## config.mk

```make
export PLATFORM = sky130hd
export DESIGN_NAME = cache_arbiter
export DESIGN_NICKNAME = d
export VERILOG_FILES = /design/src/rtl/cache_arbiter.sv
export SDC_FILE = /design/constraint.sdc
export NUM_CORES = 1
export LEC_CHECK = 0
export CORE_AREA = 2 2 537 539
export CTS_CLUSTER_SIZE = 14
export DETAILED_ROUTE_END_ITERATION = 8
export DIE_AREA = 0 0 539 541
export PLACE_DENSITY = 0.34
export SETUP_SLACK_MARGIN = 0.2
export SYNTH_ARGS = -nofsm -noshare
export SYNTH_HDL_FRONTEND = slang
export SYNTH_SLANG_ARGS = --single-unit
export TNS_END_PERCENT = 100
```

## constraint.sdc

```tcl
create_clock -name clk -period 32.1 [get_ports clk]
set_input_delay 9.63 -clock clk [delete_from_list [all_inputs] [get_ports clk]]
set_output_delay 9.63 -clock clk [all_outputs]
set_load 0.02 [all_outputs]
```

## src/rtl/cache_arbiter.sv

```systemverilog
// Arbitrates I-cache and D-cache line requests onto one physical-memory line port.
// Optional feature: define CACHE_ARBITER_ROUND_ROBIN_EN for round-robin on simultaneous requests.
module cache_arbiter #(
    parameter int LINE_WIDTH = 256,
    parameter int ADDR_WIDTH = 32
) (
    input  logic                  clk,
    input  logic                  rst,
    input  logic                  i_read,
    input  logic [ADDR_WIDTH-1:0] i_address,
    output logic [LINE_WIDTH-1:0] i_rdata,
    output logic                  i_resp,
    input  logic                  d_read,
    input  logic                  d_write,
    input  logic [ADDR_WIDTH-1:0] d_address,
    input  logic [LINE_WIDTH-1:0] d_wdata,
    output logic [LINE_WIDTH-1:0] d_rdata,
    output logic                  d_resp,
    output logic                  pmem_read,
    output logic                  pmem_write,
    output logic [ADDR_WIDTH-1:0] pmem_address,
    output logic [LINE_WIDTH-1:0] pmem_wdata,
    input  logic [LINE_WIDTH-1:0] pmem_rdata,
    input  logic                  pmem_resp,
    output logic [1:0]            dbg_state_o
);
    // Handshake: a client holds its request until its one-cycle resp pulse; memory holds
    // a strobe until pmem_resp. Strobes and address come only from grant-time registers.
    typedef enum logic [1:0] {
        IDLE    = 2'd0,
        SERVE_I = 2'd1,
        SERVE_D = 2'd2
    } state_t;

    state_t                state_q;
    logic                  rd_q;
    logic                  wr_q;
    logic [ADDR_WIDTH-1:0] addr_q;
    logic [LINE_WIDTH-1:0] wdata_q;
    logic                  d_req;
    logic                  gnt_dcache;
    logic                  gnt_icache;
    logic                  unused_addr_bits;

    assign d_req = d_read | d_write;

`ifdef CACHE_ARBITER_ROUND_ROBIN_EN
    // 0 = I-cache owned the last transaction, 1 = D-cache.
    logic last_owner_q;
    assign gnt_dcache = d_req & (~i_read | ~last_owner_q);
`else
    assign gnt_dcache = d_req;
`endif
    assign gnt_icache = i_read & ~gnt_dcache;

    always_ff @(posedge clk or posedge rst) begin
        if (rst) begin
            state_q <= IDLE;
            rd_q    <= 1'b0;
            wr_q    <= 1'b0;
            addr_q  <= '0;
            wdata_q <= '0;
`ifdef CACHE_ARBITER_ROUND_ROBIN_EN
            last_owner_q <= 1'b0;
`endif
        end else begin
            case (state_q)
                IDLE: begin
                    if (gnt_dcache) begin
                        state_q <= SERVE_D;
                        addr_q  <= {d_address[ADDR_WIDTH-1:5], 5'b0};
                        rd_q    <= ~d_write;
                        wr_q    <= d_write;
                        if (d_write) wdata_q <= d_wdata;
`ifdef CACHE_ARBITER_ROUND_ROBIN_EN
                        last_owner_q <= 1'b1;
`endif
                    end else if (gnt_icache) begin
                        state_q <= SERVE_I;
                        addr_q  <= {i_address[ADDR_WIDTH-1:5], 5'b0};
                        rd_q    <= 1'b1;
                        wr_q    <= 1'b0;
`ifdef CACHE_ARBITER_ROUND_ROBIN_EN
                        last_owner_q <= 1'b0;
`endif
                    end
                end
                SERVE_I, SERVE_D: begin
                    if (pmem_resp) begin
                        state_q <= IDLE;
                        rd_q    <= 1'b0;
                        wr_q    <= 1'b0;
                    end
                end
                default: begin
                    state_q <= IDLE;
                    rd_q    <= 1'b0;
                    wr_q    <= 1'b0;
                end
            endcase
        end
    end

    assign pmem_read    = rd_q;
    assign pmem_write   = wr_q;
    assign pmem_address = addr_q;
    assign pmem_wdata   = wdata_q;

    // Responses are combinational with pmem_resp; rdata is only meaningful during resp.
    assign i_resp  = (state_q == SERVE_I) & pmem_resp;
    assign d_resp  = (state_q == SERVE_D) & pmem_resp;
    assign i_rdata = pmem_rdata;
    assign d_rdata = pmem_rdata;

    assign dbg_state_o      = state_q;
    assign unused_addr_bits = ^{i_address[4:0], d_address[4:0]};
endmodule

```

After elaboration in Yosys (flattened, before gate mapping):

Cells that the tools add are included.

* equality and inequality tests: 4
* multiplexer cells: 13
* bitwise logic cells: 6
* reductions and logical operators: 6

Operators by type and width (count)
* $mux W32: 2
* $mux W2: 3
* $mux W1: 5
* $pmux W1 S2: 2
* $pmux W2 S2: 1
* $reduce_and A2 Y1: 2
* $and A1 B1 Y1: 3
* $ne A3 B3 Y1 const B: 1
* $reduce_and A3 Y1: 1
* $eq A2 B1 Y1 const B: 1
* $eq A2 B2 Y1 const B: 1
* $logic_not A2 Y1: 1
* $ne A2 B2 Y1 const B: 1
* $not A1 Y1: 2
* $reduce_bool A2 Y1: 1
* $reduce_or A2 Y1: 1
* $or A1 B1 Y1: 1

* flip-flop bits (word level): 292
* bits of input ports: 582
* output and inout bits: 806

Longest topological paths before layout:

* word-level depth: 6
* mapped depth: 6

Least setup slack after synthesis:

OpenSTA, ideal clock, no wires.

* path kind: input-to-output
* start point: input pmem_resp
* end point: output d_resp
* arrival: 9.846 ns
* required time: 22.470 ns
* path slack: 12.624 ns
* stages: 1
* cell sequence: and2_1

* cells in the longest elaborated chain, start to end: 1

Ends and longest elaborated chain
* from (decl): RTL line 24 `input logic pmem_resp,`
* $and A1 B1 Y1: RTL line 111 `assign d_resp = (state_q == SERVE_D) & pmem_resp;`
* to (decl): RTL line 18 `output logic d_resp,`

No other way between the ends.

Final worst setup path:

* start point: input pmem_resp
* end point: output i_resp

* cells in the longest elaborated chain, start to end: 1

Ends and longest elaborated chain
* $and A1 B1 Y1: RTL line 110 `assign i_resp = (state_q == SERVE_I) & pmem_resp;`
* to (decl): RTL line 12 `output logic i_resp,`

No other way between the ends.

==> impl_metrics.yaml <==
synthesis:
  synth_commonest_cells: "buf_4, dfrtp_1, mux2_4"
  ys_warn_count: 0
  synth_seq_area_share_pct: 45.1
  yosysMostFrequentCell: "buf_4"
  syn_avg_cell_area_um2: 13.2
  synth-edff-count: 0
  yosysUniqueCellTypes: 25
  yosys.area.top_type: "dfrtp_1"
  synthesis.area_um2: 15900
  synth_area_leaders: "dfrtp_1, buf_4, mux2_4"
  synth_top_area_share_pct: 45.1
  synthFlopType: "dfrtp_1"
  ys_seq_elements: 287
  async_reset_ff_share_pct: 100
  synthCells: 1205
placement:
  dp_slack_ps: 11600
  dpl-instance-area_um2: 22600
  globalplace.congestion: 0.761
  dp_cells: 5048
  port_buffers: 604
  dp_hpwl_mm: 108
critical_path:
  r2r-end: "pmem_wdata[179]"
  cp-start-kind: "input pin"
  crit_fanout: 3
  critPathRequiredTime_ps: 22470
  reg2reg_depth: 6
  reg2reg_slack_ps: 28200
  r2r-start: "dbg_state_o[1]"
  crit_arrival_ps: 10870
  critPathCaptureType: "primary output"
  crit_type: "input pin to primary output"
worst_hold_path:
  min_from: "pmem_address[8]"
  min_path_type: "flop to flop"
  whs_path_depth: 2
  whs_endpoint: "pmem_address[8]"
cells_and_area:
  fillers: 33031
  drive_above_1_share_pct: 25.1
  ff_latch_area_um2: 7180
  final_nets: 1896
  instances_no_fill: 5134
  multi_input_area_um2: 4500
  postLayoutCellArea_um2: 24000
  syn_to_final_growth_pct: 51.1
grt:
  grt_pass1_vias: 9827
  antenna_found_initial: 50
  grt_pass1_wl_mm: 146
  grt_max_degree: 110
  overflow: 0
  grt_usage_pct: 8.07
clocking:
  cts_hold_repair.buffers: 0
  postCtsSetupBuffers: 0
  numClockSinks: 287
  cts_tree: "yes"
  cts_buffers: 42
  clkLatencyLatePin_ps: 630
  cts.clk_slew.worst_paths_ps: 50
  htreeDepth: 2
  cts_resized: 0
  root_buffer: "clkbuf_16"
  cts.path.max_buffers: 3
route:
  wl_mm: 122
  drc: 0
  viasPerCell: 1.79
  dr.pass1.iters: 4
  ant_nets: 0
  wl_per_cell_um: 23.7
  drt-initial-drc-count: 387
  vias: 9213
floorplanning:
  core-area_um2: 286000
  dieArea_um2: 292000
  initial_core_util_pct: 5.55
  die_h_um: 541
  die_w_um: 539
  std_cell_rows: 197
  pin_count: 1388
pwr:
  combPwrFrac_pct: 53.4
  clkPwrFrac_pct: 20.1
  swShare_pct: 40.9
  power.internal_w: 0.00148
  leakage_nw: 9.02
  seq_power_share_pct: 26.5
  ir_worst_vdd_mv: 0.0441
  power_switching_w: 0.00103
  powerDensity_nw_per_um2: 104
sta:
  setup_viol: 0
  skew_ps: 21.2
  max_freq_ghz: 0.0488
  setup_ws_ps: 11600
  fin_crit_sh_pct: 63.9
  finalHoldViolCount: 0
  relSlewSlack_pct: 24.6
  min_period_ps: 20500
  tns_ps: 0
  slew_violations: 0
  worst_pin_slew_ps: 1130
  rsz0062_at_grt: "no"
job:
  cap_violations: 0
status:
  status: "finished clean"
==> stage by stage <==
step                power, W  utilization [%]  hold slack, ps
floorplan            0.00139                -             582
global placement     0.00205             7.87             472
detailed placement   0.00206             7.87             470
CTS                  0.00259             8.38             483
global route         0.00268             8.38             516
finish               0.00251             8.39             476
==> layout make-up <==
type | instances | area share [%]
Antenna cell | 10 | 0.104
Clock buffer | 58 | 4.96
Clock inverter | 18 | 1.10
Inverter | 5 | 0.109
Multi-Input combinational cell | 363 | 18.7
Sequential cell | 287 | 29.9
Tap cell | 3781 | 19.7
Timing Repair Buffer | 612 | 25.5
==> flip-flops by register name, indices dropped and copies added (netlist names) <==
register and flops:
pmem_read 1, dbg_state_o 2, pmem_address 27, pmem_write 1, pmem_wdata 256
==> worst max-delay path, cell delays in order <==
cell	delay, ps
clkdlybuf4s50_1	480
and2_1	140
clkdlybuf4s50_1	620
==> kinds of logic (layout without fill, tap and decap cells) <==
family	after synthesis	after routing	share of synthesized area, %
other	1	15	0.0236
AO/OA/AOI/OAI	37	37	1.32
multiplexers	283	283	25.5
adder cells (fa/ha/maj)	3	3	0.236
AND/OR/NAND/NOR	35	35	1.02
flip-flops	287	287	45.1
buffers and inverters	559	693	26.8
==> how the worst max path moves through the flow <==
stage	slack, ps	cells past startpoint	from	end
after global placement	11590	3	pmem_resp	d_resp
after detailed placement	11600	3	pmem_resp	i_resp
final	11600	3	pmem_resp	i_resp
after global routing	11560	3	pmem_resp	d_resp
after CTS	11590	3	pmem_resp	i_resp
after floorplan	12620	1	pmem_resp	d_resp
==> metal layers <==
metal,track usage [%],wire (um)
met4,3.16,5380
met1,6.56,34500
met2,12.7,53500
met5,0.0658,33
met3,8.51,28100
==> placed cells by master (no fill, tap or decap), types with 2 or more instances in the layout <==
cell type | netlist | final
clkdlybuf4s50_1 | 0 | 604
dfrtp_1 | 287 | 287
mux2_4 | 240 | 240
clkbuf_16 | 0 | 42
nand2_1 | 28 | 28
mux2i_1 | 27 | 27
mux2_2 | 16 | 16
o21ai_0 | 15 | 15
o21ai_1 | 14 | 14
diode_2 | 0 | 10
clkbuf_1 | 1 | 8
clkbuf_8 | 0 | 8
clkinv_2 | 0 | 8
buf_4 | 520 | 7
conb_1 | 1 | 5
bufinv_16 | 0 | 5
inv_1 | 5 | 4
a21oi_1 | 4 | 4
ha_1 | 3 | 3
and2_1 | 2 | 2
nand2b_1 | 2 | 2
inv_6 | 0 | 2
==> power by group through the flow <==
stage | Clock (W) | Sequential (W) | Combinational (W)
after detailed placement | 0 | 0.000675 | 0.00138
after global routing | 0.000546 | 0.000694 | 0.00144
after floorplan | 0 | 0.000877 | 0.000511
after CTS | 0.000535 | 0.000669 | 0.00139
after global placement | 0 | 0.000666 | 0.00139
final | 0.000504 | 0.000667 | 0.00134
(Power assumes the default switching activity.)
==> RTL edit 1, RTL diff (same flow settings) <==
Set the parameter `ADDR_WIDTH` to 36 (it was 32).
--- a/src/rtl/cache_arbiter.sv
+++ b/src/rtl/cache_arbiter.sv
@@ -4,3 +4,3 @@
     parameter int LINE_WIDTH = 256,
-    parameter int ADDR_WIDTH = 32
+    parameter int ADDR_WIDTH = 36
 ) (
Interface: changed (resized d_address, i_address and pmem_address); port bits go from 1388 to 1400. The function was not compared with the original's and may differ.
==> RTL edit 1 against the unedited design <==
Die area is the same. Non-clock buffer count is 14 higher. Cell count rose by 1.1%. Sequential cell count increased by 4. Cell area increased by 0.98%. Area after synthesis is essentially flat. Power up 3.9%. Clock power grew 2%. Synthesized cell count up 1.4%. Wire length is 13% higher. First-iteration DRC count grew 16%. Worst setup slack got worse by 0.25 ns. Critical path type unchanged. Largest cell class unchanged. Largest power group unchanged. Highest routed layer unchanged.
==> RTL edit 1: results (changes against the unedited design) <==
cts:
  insertion_delay_ns: 0.66  # +0.03 ns
global_route:
  track_usage: 0.0913  # +0.0106
  grtUsageMet1: 0.0812  # +0.0156
  use_met2: 0.146  # +0.0195
  grt_pass1_vias: 10043  # +2.2%
  grt_antenna_before_repair: 108  # +120%
  use_met3: 0.0780  # -0.00709
  grt_start_max_net_pins: 99  # -10%
routing:
  wl_met2_um: 60200  # +12%
  met1Wirelength_um: 42700  # +24%
  wl_um: 138000  # +13%
  first_iter_violations: 449  # +16%
  wl_met3_um: 26000  # -7.1%
  num_vias: 9706  # +5.4%
outcome:
  status: "completed"
yosys:
  synth-adder-area-share: 0.00236  # about the same
  synth_compound_area_frac: 0.0145  # +0.00125
  synth_cell_types: 24  # -4.0%
  seq_area_frac_synth: 0.457  # +0.00600
  ys_top_cells_by_area: "dfrtp_1, buf_4, mux2_4, mux2_1, mux2i_1"
finish:
  antenna-diode-count: 35  # +25
  layout-drive-gt1-share: 0.218  # -0.0326
  multi_input_area_um2: 4410  # -1.9%
  seq_share: 0.300  # +0.00123
  clk_share: 0.0614  # +0.000805
  final_nets: 1934  # +2.0%
  multi_input_gates: 375  # +3.3%
  nClkBuffers: 60  # +3.4%
  nNonClkBuffers: 626  # +2.3%
  buf_share: 0.257  # +0.00259
power:
  seqPwrFrac: 0.257  # -0.008
  p_sw_frac: 0.436  # +0.0263
  p_leak_uw: 0.00894  # -0.81%
  p_clk_uw: 516  # +2%
worst_setup_path:
  arrival_ns: 11.12  # +0.25 ns
  cpPeakStageDelay_ns: 0.82  # +0.20 ns
placed_design:
  place_inst: 5078  # +0.59%
  io_buffer_count: 616  # +2.0%
  placed_area_um2: 22700  # +0.62%
  hpwlAfterDp_um: 123000  # +14%
timing:
  skew_ns: 0.0233  # +0.00205 ns
  max_slew_margin: 0.316  # +0.0703
## RTL edit 1: cell count changes in the layout (fill, tap and decap cells not counted), sizes merged
| cell | before | now |
|---|---|---|
| clkdlybuf4s50 | 604 | 616 |
| o21ai | 29 | 33 |
| mux2i | 27 | 31 |
| nand2 | 29 | 33 |
| inv | 8 | 7 |
| diode | 10 | 35 |
| dfrtp | 287 | 291 |
| clkinvlp | 1 | 4 |
| buf | 8 | 10 |
| clkbuf | 58 | 60 |
| clkinv | 9 | 6 |
## RTL edit 1: critical path, delay by kind of cell
family | cells | cell delay (ns)
AND/OR/NAND/NOR | 1 | 0.15
buffers and inverters | 2 | 1.33
## RTL edit 1: per-stage QoR
step           hold WS [ns]  setup WS (ns)
5_1_grt               0.507          11.34
6_report              0.479          11.35
3_3_place_gp          0.473          11.31
2_1_floorplan         0.582          12.62
4_1_cts               0.488          11.31
3_5_place_dp          0.474          11.32
## RTL edit 1: worst min path at each step
stage / from / to / slack (ns) / cells after the start
floorplan: pmem_address[24]$_DFFE_PP0P_ / pmem_address[24]$_DFFE_PP0P_ / 0.58 / 2
global placement: pmem_address[18]$_DFFE_PP0P_ / pmem_address[18]$_DFFE_PP0P_ / 0.47 / 2
detailed placement: pmem_address[24]$_DFFE_PP0P_ / pmem_address[24]$_DFFE_PP0P_ / 0.47 / 2
CTS: pmem_address[24]$_DFFE_PP0P_ / pmem_address[24]$_DFFE_PP0P_ / 0.49 / 2
global route: pmem_wdata[99]$_DFFE_PP0P_ / pmem_wdata[99]$_DFFE_PP0P_ / 0.51 / 1
finish: pmem_address[27]$_DFFE_PP0P_ / pmem_address[27]$_DFFE_PP0P_ / 0.48 / 2
==> RTL edit 2, RTL diff (same flow settings) <==
Without the edit above. Put a register stage on the output `i_rdata`, cleared by the reset. The value now appears one clock later. The other outputs are not delayed to match.
--- a/src/rtl/cache_arbiter.sv
+++ b/src/rtl/cache_arbiter.sv
@@ -111,3 +111,9 @@
     assign d_resp  = (state_q == SERVE_D) & pmem_resp;
-    assign i_rdata = pmem_rdata;
+    always_ff @(posedge clk or posedge rst) begin
+        if (rst) begin
+            i_rdata <= '0;
+        end else begin
+            i_rdata <= pmem_rdata;
+        end
+    end
     assign d_rdata = pmem_rdata;
Formal check against the unedited RTL: not equivalent (Yosys sat finds a counterexample within 4 cycles, from zero or initial values and one cycle with rst high).
==> RTL edit 2 against the unedited design <==
Combinational power increased by 17%. Global-route usage rose by 4.8 points. Cell area increased by 65%. Power up 42%. Clock power grew 97%. Clock skew rose by 0.052 ns. Utilization rose by 5.4 points. Non-clock buffer count rose by 777. Worst setup slack worse by 0.27 ns. Via count is 69% higher. First-iteration DRC count increased by 130%. Sequential cell count grew 256. Wire length grew 59%. Area after synthesis up 28%. Critical path type unchanged.
==> RTL edit 2: results (changes against the unedited design) <==
routing:
  wl_um: 193000  # +59%
  drt-pass1-iter-count: 5  # +1
  first_iter_violations: 892  # +130%
  vias_per_cell: 2.49  # +39%
placed_design:
  pre_cts_ws_ns: 11.29  # -0.307 ns
  hpwlAfterDp_um: 170000  # +58%
  placed_area_um2: 36700  # +63%
  place_inst: 6081  # +20%
  gp_congestion: 0.921  # +21%
  io_buffer_count: 1372  # +130%
finish:
  design_area_um2: 39600  # +65%
  fin_cells: 6251  # +22%
  fillers: 32021  # -3.1%
  final_nets: 2970  # +57%
  layout-drive-gt1-share: 0.166  # -0.0845
worst_setup_path:
  arrival_ns: 11.14  # +0.27 ns
  cpPeakStageDelay_ns: 1.00  # +0.38 ns
  slowest_stage: "clkdlybuf4s50_1"
  cp_max_fo: 2  # -1
  critical_path.top_delay_family: "buffers and inverters"
global_route:
  grt_start_max_net_pins: 83  # -25%
  grt_pass1_wl_um: 231000  # +58%
  grt_pass1_vias: 16245  # +65%
  track_usage: 0.129  # +0.0479
  grt_antenna_before_repair: 210  # +320%
cts:
  cts_buffers: 83  # +98%
  clk_pin_slew_ns: 0.05  # about the same
  post_cts_resized: 0  # unchanged
  htreeDepth: 3  # +1
  clk_path_buf_depth: 4  # +1
  clockRootBuffer: "clkbuf_16"
  insertion_delay_ns: 0.81  # +0.18 ns
  postCtsSetupRepairBufs: 0  # unchanged
yosys:
  yosysWarnings: 0  # unchanged
  seq_area_frac_synth: 0.666  # +0.215
  synthArstFlopShare: 1.00  # unchanged
  ys_top_cells_by_count: "dfrtp_1, buf_4, mux2_4, nand2_1"
  avgSynthCellArea_um2: 16.9  # +28%
  ys_top_cells_by_area: "dfrtp_1, mux2_4, buf_4, buf_6, mux2i_1"
  synth_cell_types: 25  # unchanged
power:
  p_leak_uw: 0.0157  # +74%
  ir_drop_mv: 0.0395  # -11%
timing:
  hold_viol: 0  # unchanged
  worstMarginPinSlew_ns: 1.01  # -0.125 ns
  skew_ns: 0.0732  # +0.0520 ns
  final_max_slew_viol_count: 0  # unchanged
worst_hold_path:
  holdCritPathClass: "register to register"
outcome:
  status: "completed"
RTL edit 2: cell types whose count changed after synthesis:
cell and delta:
buf_4 -256, dfrtp_1 +256
RTL edit 2: per-layer routing:
metal,share of wire,vias to the layer above,track usage
met5,0.0022,-,0
met2,0.42,1364,0.190
met4,0.039,64,0.0425
met1,0.38,7469,0.143
met3,0.16,484,0.0920
li1,-,6207,-
RTL edit 2: final timing paths:
kind | start | slack, ns | end | cells after the start
max reg2reg | dbg_state_o[0]$_DFFE_PP0P_ | 27.88 | pmem_wdata[75]$_DFFE_PP0P_ | 7
min | pmem_address[11]$_DFFE_PP0P_ | 0.49 | pmem_address[11]$_DFFE_PP0P_ | 2
min reg2reg | pmem_address[11]$_DFFE_PP0P_ | 0.49 | pmem_address[11]$_DFFE_PP0P_ | 2
max in group asynchronous | rst | 19.08 | pmem_address[7]$_DFFE_PP0P_ | 6
min in group asynchronous | rst | 9.40 | i_rdata[49]$_DFF_PP0_ | 2
max | pmem_rdata[82] | 11.33 | d_rdata[82] | 2
RTL edit 2: cell families (layout without fill, tap and decap cells):
kind of cell / Yosys count / in the layout / share of synthesized area
AND/OR/NAND/NOR: 35 / 35 / 0.00798
multiplexers: 283 / 283 / 0.199
AO/OA/AOI/OAI: 37 / 37 / 0.0103
adder cells (fa/ha/maj): 3 / 3 / 0.00184
other: 1 / 36 / 0.000184
buffers and inverters: 303 / 1533 / 0.115
flip-flops: 543 / 543 / 0.666
RTL edit 2: final cells by class:
type	count	share of cell area
Sequential cell	543	0.343
Clock inverter	34	0.0146
Tap cell	3781	0.119
Clock buffer	105	0.0575
Multi-Input combinational cell	363	0.113
Inverter	5	0.000663
Antenna cell	31	0.00196
Timing Repair Buffer	1389	0.350
RTL edit 2: where the power goes:
part,switching [uW],internal [uW]
Clock,380,613
Sequential,118,889
Combinational,854,711
